[config.mk]
export PLATFORM = sky130hd
export DESIGN_NAME = nfu_pipe_ctrl_flat
export DESIGN_NICKNAME = d
export VERILOG_FILES = /design/src/rtl/nfu_pipe_ctrl_if.sv /design/src/rtl/nfu_pipe_ctrl.sv /design/src/flat_wrapper.sv
export SDC_FILE = /design/constraint.sdc
export NUM_CORES = 1
export LEC_CHECK = 0
export ABC_CLOCK_PERIOD_IN_PS = 3000
export CORE_MARGIN = 5
export CORE_UTILIZATION = 46
export DETAILED_ROUTE_END_ITERATION = 6
export PLACE_DENSITY = 0.83
export SLEW_MARGIN = 20
export SYNTH_ARGS = -nofsm -noshare
export SYNTH_HDL_FRONTEND = slang
export SYNTH_SLANG_ARGS = --single-unit
[constraint.sdc]
create_clock -name clk -period 3 [get_ports clk]
set_input_delay 0.6 -clock clk [delete_from_list [all_inputs] [get_ports clk]]
set_output_delay 0.6 -clock clk [all_outputs]
set_load 0.01 [all_outputs]
[src/rtl/nfu_pipe_ctrl_if.sv]
// Control/status bundle between the NFU layer sequencer and its host/memory side.
// slave = sequencer side, master = host side.
interface nfu_pipe_ctrl_if #(
  parameter int CNT_W  = 8,
  parameter int ADDR_W = 16
);
  logic              i_start;
  logic              i_mode_max;
  logic [CNT_W-1:0]  i_num_in;
  logic [CNT_W-1:0]  i_num_out;
  logic              i_stall;

  logic              o_busy;
  logic              o_done;
  logic              o_op;
  logic              o_acc_clr;
  logic              o_nbin_rd_en;
  logic [ADDR_W-1:0] o_nbin_addr;
  logic              o_sb_rd_en;
  logic [ADDR_W-1:0] o_sb_addr;
  logic              o_nbout_rd_en;
  logic [ADDR_W-1:0] o_nbout_rd_addr;
  logic              o_nbout_wr_en;
  logic [ADDR_W-1:0] o_nbout_wr_addr;
  logic [31:0]       o_stall_cycles;

  modport slave (
    input  i_start, i_mode_max, i_num_in, i_num_out, i_stall,
    output o_busy, o_done, o_op, o_acc_clr,
           o_nbin_rd_en, o_nbin_addr, o_sb_rd_en, o_sb_addr,
           o_nbout_rd_en, o_nbout_rd_addr, o_nbout_wr_en, o_nbout_wr_addr,
           o_stall_cycles
  );

  modport master (
    output i_start, i_mode_max, i_num_in, i_num_out, i_stall,
    input  o_busy, o_done, o_op, o_acc_clr,
           o_nbin_rd_en, o_nbin_addr, o_sb_rd_en, o_sb_addr,
           o_nbout_rd_en, o_nbout_rd_addr, o_nbout_wr_en, o_nbout_wr_addr,
           o_stall_cycles
  );
endinterface

[src/rtl/nfu_pipe_ctrl.sv]
// NFU layer sequencer: issues NBin/SB/NBout reads input-tile-outer, ages NBout writes by PIPE_LAT.
// Optional stall-cycle counter enabled by defining NFU_CTRL_PERF_EN.
module nfu_pipe_ctrl #(
  parameter int PIPE_LAT = 6,
  parameter int CNT_W    = 8,
  parameter int ADDR_W   = 16
) (
  input logic              clk,
  input logic              rst_n,
  nfu_pipe_ctrl_if.slave   io_bus
);

  localparam logic [1:0] S_IDLE  = 2'd0;
  localparam logic [1:0] S_ISSUE = 2'd1;
  localparam logic [1:0] S_DRAIN = 2'd2;
  localparam logic [1:0] S_DONE  = 2'd3;

  localparam int               GAP_W   = $clog2(PIPE_LAT + 2);
  localparam logic [GAP_W-1:0] GAP_MIN = GAP_W'(PIPE_LAT + 1);

  logic [1:0]        r_state;
  logic [1:0]        w_state_d;
  logic [CNT_W-1:0]  r_i;
  logic [CNT_W-1:0]  r_o;
  logic [CNT_W-1:0]  r_num_in;
  logic [CNT_W-1:0]  r_num_out;
  logic [ADDR_W-1:0] r_sb_addr;
  logic              r_mode;
  logic [GAP_W-1:0]  r_gap;
  logic [PIPE_LAT-1:0] r_wr_v;
  logic [ADDR_W-1:0] r_wr_a [PIPE_LAT];

  logic              w_start_ok;
  logic              w_zero;
  logic              w_hazard;
  logic              w_issue;
  logic              w_last_o;
  logic              w_last;
  logic [ADDR_W-1:0] w_rd_addr;

  assign w_start_ok = (r_state == S_IDLE) && io_bus.i_start;
  assign w_zero     = (io_bus.i_num_in == '0) || (io_bus.i_num_out == '0);
  // A new pass must wait until the previous pass's first partial sum has been written back.
  assign w_hazard   = (r_o == '0) && (r_i != '0) && (r_gap < GAP_MIN);
  assign w_issue    = (r_state == S_ISSUE) && !io_bus.i_stall && !w_hazard;
  assign w_last_o   = (r_o == (r_num_out - CNT_W'(1)));
  assign w_last     = w_last_o && (r_i == (r_num_in - CNT_W'(1)));
  assign w_rd_addr  = w_issue ? ADDR_W'(r_o) : '0;

  always_comb begin
    w_state_d = r_state;
    case (r_state)
      S_IDLE:  if (w_start_ok) w_state_d = w_zero ? S_DONE : S_ISSUE;
      S_ISSUE: if (w_issue && w_last) w_state_d = S_DRAIN;
      S_DRAIN: if (r_wr_v == '0) w_state_d = S_DONE;
      S_DONE:  w_state_d = S_IDLE;
      default: w_state_d = S_IDLE;
    endcase
  end

  always_ff @(posedge clk or negedge rst_n) begin
    if (!rst_n) begin
      r_state   <= S_IDLE;
      r_i       <= '0;
      r_o       <= '0;
      r_num_in  <= '0;
      r_num_out <= '0;
      r_sb_addr <= '0;
      r_mode    <= 1'b0;
      r_gap     <= '0;
    end else begin
      r_state <= w_state_d;
      if (w_start_ok) begin
        r_num_in  <= io_bus.i_num_in;
        r_num_out <= io_bus.i_num_out;
        r_mode    <= io_bus.i_mode_max;
        r_i       <= '0;
        r_o       <= '0;
        r_sb_addr <= '0;
      end else if (w_issue) begin
        if (w_last_o) begin
          r_o       <= '0;
          r_i       <= r_i + CNT_W'(1);
          r_sb_addr <= ADDR_W'(r_i) + ADDR_W'(1);
        end else begin
          r_o       <= r_o + CNT_W'(1);
          r_sb_addr <= r_sb_addr + ADDR_W'(r_num_in);
        end
      end
      // Cycles elapsed since the first issue of the current pass, saturating at GAP_MIN.
      if (w_start_ok) begin
        r_gap <= '0;
      end else if (w_issue && (r_o == '0)) begin
        r_gap <= GAP_W'(1);
      end else if (r_gap < GAP_MIN) begin
        r_gap <= r_gap + GAP_W'(1);
      end
    end
  end

  always_ff @(posedge clk or negedge rst_n) begin
    if (!rst_n) begin
      r_wr_v <= '0;
      for (int k = 0; k < PIPE_LAT; k++) r_wr_a[k] <= '0;
    end else begin
      r_wr_v[0] <= w_issue;
      r_wr_a[0] <= w_rd_addr;
      for (int k = 1; k < PIPE_LAT; k++) begin
        r_wr_v[k] <= r_wr_v[k-1];
        r_wr_a[k] <= r_wr_a[k-1];
      end
    end
  end

  assign io_bus.o_busy          = (r_state == S_ISSUE) || (r_state == S_DRAIN);
  assign io_bus.o_done          = (r_state == S_DONE);
  assign io_bus.o_op            = r_mode;
  assign io_bus.o_acc_clr       = w_issue && (r_i == '0);
  assign io_bus.o_nbin_rd_en    = w_issue;
  assign io_bus.o_nbin_addr     = w_issue ? ADDR_W'(r_i) : '0;
  assign io_bus.o_sb_rd_en      = w_issue;
  assign io_bus.o_sb_addr       = w_issue ? r_sb_addr : '0;
  assign io_bus.o_nbout_rd_en   = w_issue;
  assign io_bus.o_nbout_rd_addr = w_rd_addr;
  assign io_bus.o_nbout_wr_en   = r_wr_v[PIPE_LAT-1];
  assign io_bus.o_nbout_wr_addr = r_wr_a[PIPE_LAT-1];

`ifdef NFU_CTRL_PERF_EN
  logic [31:0] r_stall_cnt;

  always_ff @(posedge clk or negedge rst_n) begin
    if (!rst_n) begin
      r_stall_cnt <= '0;
    end else if (w_start_ok) begin
      r_stall_cnt <= '0;
    end else if ((r_state == S_ISSUE) && !w_issue && (r_stall_cnt != '1)) begin
      r_stall_cnt <= r_stall_cnt + 32'd1;
    end
  end

  assign io_bus.o_stall_cycles = r_stall_cnt;
`else
  assign io_bus.o_stall_cycles = '0;
`endif

endmodule

[src/flat_wrapper.sv]
// flat-port wrapper written by rule: the top's interface ports become plain ports
module nfu_pipe_ctrl_flat 
#(
  parameter int PIPE_LAT = 6,
  parameter int CNT_W    = 8,
  parameter int ADDR_W   = 16
)
  (clk, rst_n, io_bus_i_start, io_bus_i_mode_max, io_bus_i_num_in, io_bus_i_num_out, io_bus_i_stall, io_bus_o_busy, io_bus_o_done, io_bus_o_op, io_bus_o_acc_clr, io_bus_o_nbin_rd_en, io_bus_o_nbin_addr, io_bus_o_sb_rd_en, io_bus_o_sb_addr, io_bus_o_nbout_rd_en, io_bus_o_nbout_rd_addr, io_bus_o_nbout_wr_en, io_bus_o_nbout_wr_addr, io_bus_o_stall_cycles);
  nfu_pipe_ctrl_if #(.CNT_W(CNT_W), .ADDR_W(ADDR_W)) io_bus_i ();
  input logic clk;
  input logic rst_n;
  input wire logic [$bits(io_bus_i.i_start)-1:0] io_bus_i_start;
  input wire logic [$bits(io_bus_i.i_mode_max)-1:0] io_bus_i_mode_max;
  input wire logic [$bits(io_bus_i.i_num_in)-1:0] io_bus_i_num_in;
  input wire logic [$bits(io_bus_i.i_num_out)-1:0] io_bus_i_num_out;
  input wire logic [$bits(io_bus_i.i_stall)-1:0] io_bus_i_stall;
  output wire logic [$bits(io_bus_i.o_busy)-1:0] io_bus_o_busy;
  output wire logic [$bits(io_bus_i.o_done)-1:0] io_bus_o_done;
  output wire logic [$bits(io_bus_i.o_op)-1:0] io_bus_o_op;
  output wire logic [$bits(io_bus_i.o_acc_clr)-1:0] io_bus_o_acc_clr;
  output wire logic [$bits(io_bus_i.o_nbin_rd_en)-1:0] io_bus_o_nbin_rd_en;
  output wire logic [$bits(io_bus_i.o_nbin_addr)-1:0] io_bus_o_nbin_addr;
  output wire logic [$bits(io_bus_i.o_sb_rd_en)-1:0] io_bus_o_sb_rd_en;
  output wire logic [$bits(io_bus_i.o_sb_addr)-1:0] io_bus_o_sb_addr;
  output wire logic [$bits(io_bus_i.o_nbout_rd_en)-1:0] io_bus_o_nbout_rd_en;
  output wire logic [$bits(io_bus_i.o_nbout_rd_addr)-1:0] io_bus_o_nbout_rd_addr;
  output wire logic [$bits(io_bus_i.o_nbout_wr_en)-1:0] io_bus_o_nbout_wr_en;
  output wire logic [$bits(io_bus_i.o_nbout_wr_addr)-1:0] io_bus_o_nbout_wr_addr;
  output wire logic [$bits(io_bus_i.o_stall_cycles)-1:0] io_bus_o_stall_cycles;
  assign io_bus_i.i_start = io_bus_i_start;
  assign io_bus_i.i_mode_max = io_bus_i_mode_max;
  assign io_bus_i.i_num_in = io_bus_i_num_in;
  assign io_bus_i.i_num_out = io_bus_i_num_out;
  assign io_bus_i.i_stall = io_bus_i_stall;
  assign io_bus_o_busy = io_bus_i.o_busy;
  assign io_bus_o_done = io_bus_i.o_done;
  assign io_bus_o_op = io_bus_i.o_op;
  assign io_bus_o_acc_clr = io_bus_i.o_acc_clr;
  assign io_bus_o_nbin_rd_en = io_bus_i.o_nbin_rd_en;
  assign io_bus_o_nbin_addr = io_bus_i.o_nbin_addr;
  assign io_bus_o_sb_rd_en = io_bus_i.o_sb_rd_en;
  assign io_bus_o_sb_addr = io_bus_i.o_sb_addr;
  assign io_bus_o_nbout_rd_en = io_bus_i.o_nbout_rd_en;
  assign io_bus_o_nbout_rd_addr = io_bus_i.o_nbout_rd_addr;
  assign io_bus_o_nbout_wr_en = io_bus_i.o_nbout_wr_en;
  assign io_bus_o_nbout_wr_addr = io_bus_i.o_nbout_wr_addr;
  assign io_bus_o_stall_cycles = io_bus_i.o_stall_cycles;
  nfu_pipe_ctrl #(.PIPE_LAT(PIPE_LAT), .CNT_W(CNT_W), .ADDR_W(ADDR_W)) u_core (.clk(clk), .rst_n(rst_n), .io_bus(io_bus_i));
endmodule
==> out/metrics.yaml <==
h-tree-depth: 3
synthAdderAreaFrac_pct: 4.64
numPortBuffers: 68
dr.first_iter.drc_count: 579
gp_congestion: 0.858
ios: 125
rsz0062_at_grt: "yes"
hold_path.class: "in2async"
cts_root_buf: "clkbuf_16"
clock_sinks: 108
slew_headroom_pct: 58.0
finClkSkew_ns: 0.0105
wl_per_cell_um: 17.1
worstPathCellList: "inv_2 -> ha_1 -> or4b_4 -> a2111o_1 -> buf_6 -> buf_6 -> and3_1 -> buf_2"
ant_nets: 0
setup_violations: 33
overflow: 0
ys_top_cells_by_area: "dfrtp_1 (46%), buf_4 (8.9%), nand2_1 (4.6%), ha_1 (4.3%), and3_1 (3.9%)"
syn_avg_cell_area_um2: 9.71
synth_top_area_share_pct: 46.4
critPathMaxFanout: 10
final_cells: 861
grt_pass1_wl_mm: 22.9
design.core.area_mm2: 0.0125
syn_to_final_growth_pct: 21.2
hold_viol_final: 0
synth-simple-area-share_pct: 19.3
synth_compound_area_share_pct: 11.5
multi_input_area_mm2: 0.00274
peakVddDrop_v: 0.000328
period_needed_ns: 3.11
place_hpwl_mm: 10.3
drive_gt1_share_pct: 18.9
ys.flop_type: "dfrtp_1"
slowest_delay_ns: 0.48
power_density_mw_per_mm2: 823
cts_tree: "done"
start_util_pct: 46.5
synth_seq_cells: 108
clkTransAtPathRegs_ns: 0.08
synth_cells: 600
synth_edf_count: 0
synth_xor_xnor_area_share_pct: 4.94
cp-start-kind: "flip-flop"
firstDrtPassIters: 5
synthesis.area_mm2: 0.00582
fill_cells: 1036
seq_area_frac_synth_pct: 46.4
path_common_cell: "buf_6"
synth_area_leader_cell: "dfrtp_1"
worst-setup-path-type: "reg2out"
die_y_um: 123
nets: 726
synth_mux_area_share_pct: 1.38
num_vias: 4714
die_x_um: 123
tightest_slew_ns: 0.630
critPathArrivalTime_ns: 2.51
antenna_found_initial: 0
grt_use_total_pct: 19.6
slew_violations: 0
synth_warnings: 0
synth_top_family_by_area: "simple AND/OR/NAND/NOR gates"
async_flop_share_pct: 100
violations: "negative setup slack"
clock_path_buffers: 2
diodes: 0
wirelength_mm: 14.7
regArea_mm2: 0.00270
via_per_inst: 5.48
drc: 0
critPathSlowestCell: "a2111o_1"
first_global_vias: 4476
fin_crit_sh_pct: 104
grt_max_degree: 63
required_ns: 2.40
cts_made_buffers: 9
ys_types: 60
finalPower_uw: 5810
status: "finished, violations left"
p_leak_uw: 0.00358
core.rowCount: 41
setup_slack_ns: -0.109
cap_violations: 0
die-area_mm2: 0.0150
fmax_mhz: 322
pre_cts_ws_ns: -0.129
cp-end-kind: "primary output"
clk_latency_ns: 0.36
dp.cells: 836
==> placed cells by master (no fill, tap or decap), drive strengths merged, types with 6 or more instances in the layout <==
cell	n
mux2i	8
nor4	10
clkbuf	14
and3	36
nor3	13
clkdlybuf4s50	32
xor2	18
nand3	23
buf	77
a31oi	8
conb	56
dfrtp	108
nor3b	7
a21oi	16
o211ai	6
and2	7
a21o	6
xnor2	14
o21ai	31
ha	20
inv	18
nor2	24
nand2	72
==> layout make-up <==
cell class | instances | share of cell area [%]
clock buffers | 9 | 3.19
well taps | 172 | 3.05
flip-flops and latches | 108 | 38.3
clock inverters | 7 | 1.45
multi-input cells | 434 | 38.9
repair buffers | 115 | 14.3
inverters | 16 | 0.904
==> flip-flops by register name, indices dropped and copies added, names as in the netlist <==
register                       count
u_core.r_o                         8
u_core.r_num_out                   8
u_core.io_bus.o_op                 1
u_core.r_i                         8
u_core.r_num_in                    8
u_core.r_wr_v                      6
u_core.io_bus.o_nbout_wr_addr      8
u_core.r_sb_addr                  16
u_core.r_wr_a                     40
u_core.r_gap                       3
u_core.r_state                     2
==> path summary, 6_finish.rpt <==
| check | from | to | slack (ns) | cells after the start |
|---|---|---|---|---|
| worst min-delay path | rst_n | u_core.io_bus.o_op | 0.26 | 1 |
| worst min register to register | u_core.r_wr_a[54] | u_core.r_wr_a[38] | 0.35 | 0 |
| min in group clk | u_core.r_wr_a[54] | u_core.r_wr_a[38] | 0.35 | 0 |
| max in group asynchronous | rst_n | u_core.r_o[5] | 2.00 | 2 |
| worst max-delay path | u_core.r_o[0] | io_bus_o_sb_addr[0] | -0.11 | 8 |
| worst max register to register | u_core.r_o[0] | u_core.r_state[0] | 0.04 | 11 |
==> critical path, delay by kind of cell, from the launching register on <==
family,cells,cell delay [ns]
flops,1,0.39
buf+inv,4,0.50
simple gates,2,0.64
fa+ha+maj,1,0.13
compound gates,1,0.48
==> power by group <==
part | total [uW] | internal, uW | switching (uW)
combinational | 2450 | 1070 | 1390
sequential | 2080 | 1730 | 352
clock | 1270 | 678 | 594
total | 5810 | 3480 | 2330
==> kinds of logic (layout without fill, tap and decap cells) <==
kind of cell,Yosys count,in the layout
AO/OA/AOI/OAI,99,99
XOR/XNOR,32,32
adder cells (fa/ha/maj),21,21
buffers and inverters,113,147
flip-flops,108,108
multiplexers,8,8
other,1,56
AND/OR/NAND/NOR,218,218
==> stage by stage <==
| stage | instance area, um2 | TNS, ns | util, % | hold WS, ns |
|---|---|---|---|---|
| 5_1_grt | 7060 | -4.33 | 56.4 | 0.327 |
| 2_1_floorplan | 6030 | 0 | - | 0.304 |
| 3_5_place_dp | 6610 | -3.01 | 52.8 | 0.335 |
| 4_1_cts | 6900 | -0.854 | 55.1 | 0.283 |
| 3_3_place_gp | 6610 | -2.43 | 52.8 | 0.332 |
| 6_report | 7060 | -2.35 | 56.4 | 0.261 |
==> synthesized netlist by cell type, types with 3 or more instances <==
cell      number
a21o_1         6
a21oi_1       16
a31oi_1        8
a32o_1         4
and2_1         6
and3_1        36
buf_2          4
buf_4         69
clkbuf_1      24
dfrtp_1      108
ha_1          20
inv_1         16
mux2i_1        8
nand2_1       72
nand2b_1       5
nand3_1       23
nand4_1        5
nor2_1        24
nor3_1        13
nor3b_1        7
nor4_1         9
o211ai_1       5
o21ai_0       31
o311ai_0       3
o31ai_1        4
or4_1          4
xnor2_1       14
xor2_1        17
==> layer usage <==
layer	part of all wire [%]	vias up	routed length (um)	global-route usage, %
met2	47	258	6920	31.7
li1	-	2141	-	-
met1	42	2286	6110	26.0
met4	2.1	0	305	7.49
met3	9.3	29	1360	3.92
met5	0	-	0	0
==> repair_timing <==
action,4_1_cts,5_1_grt
setup endpoints to repair,36,35
setup buffers,4,7
cloned,0,1
hold buffers,0,0
pin swaps,1,3
resized for setup,106,77
Power figures use the tool's default switching activity.
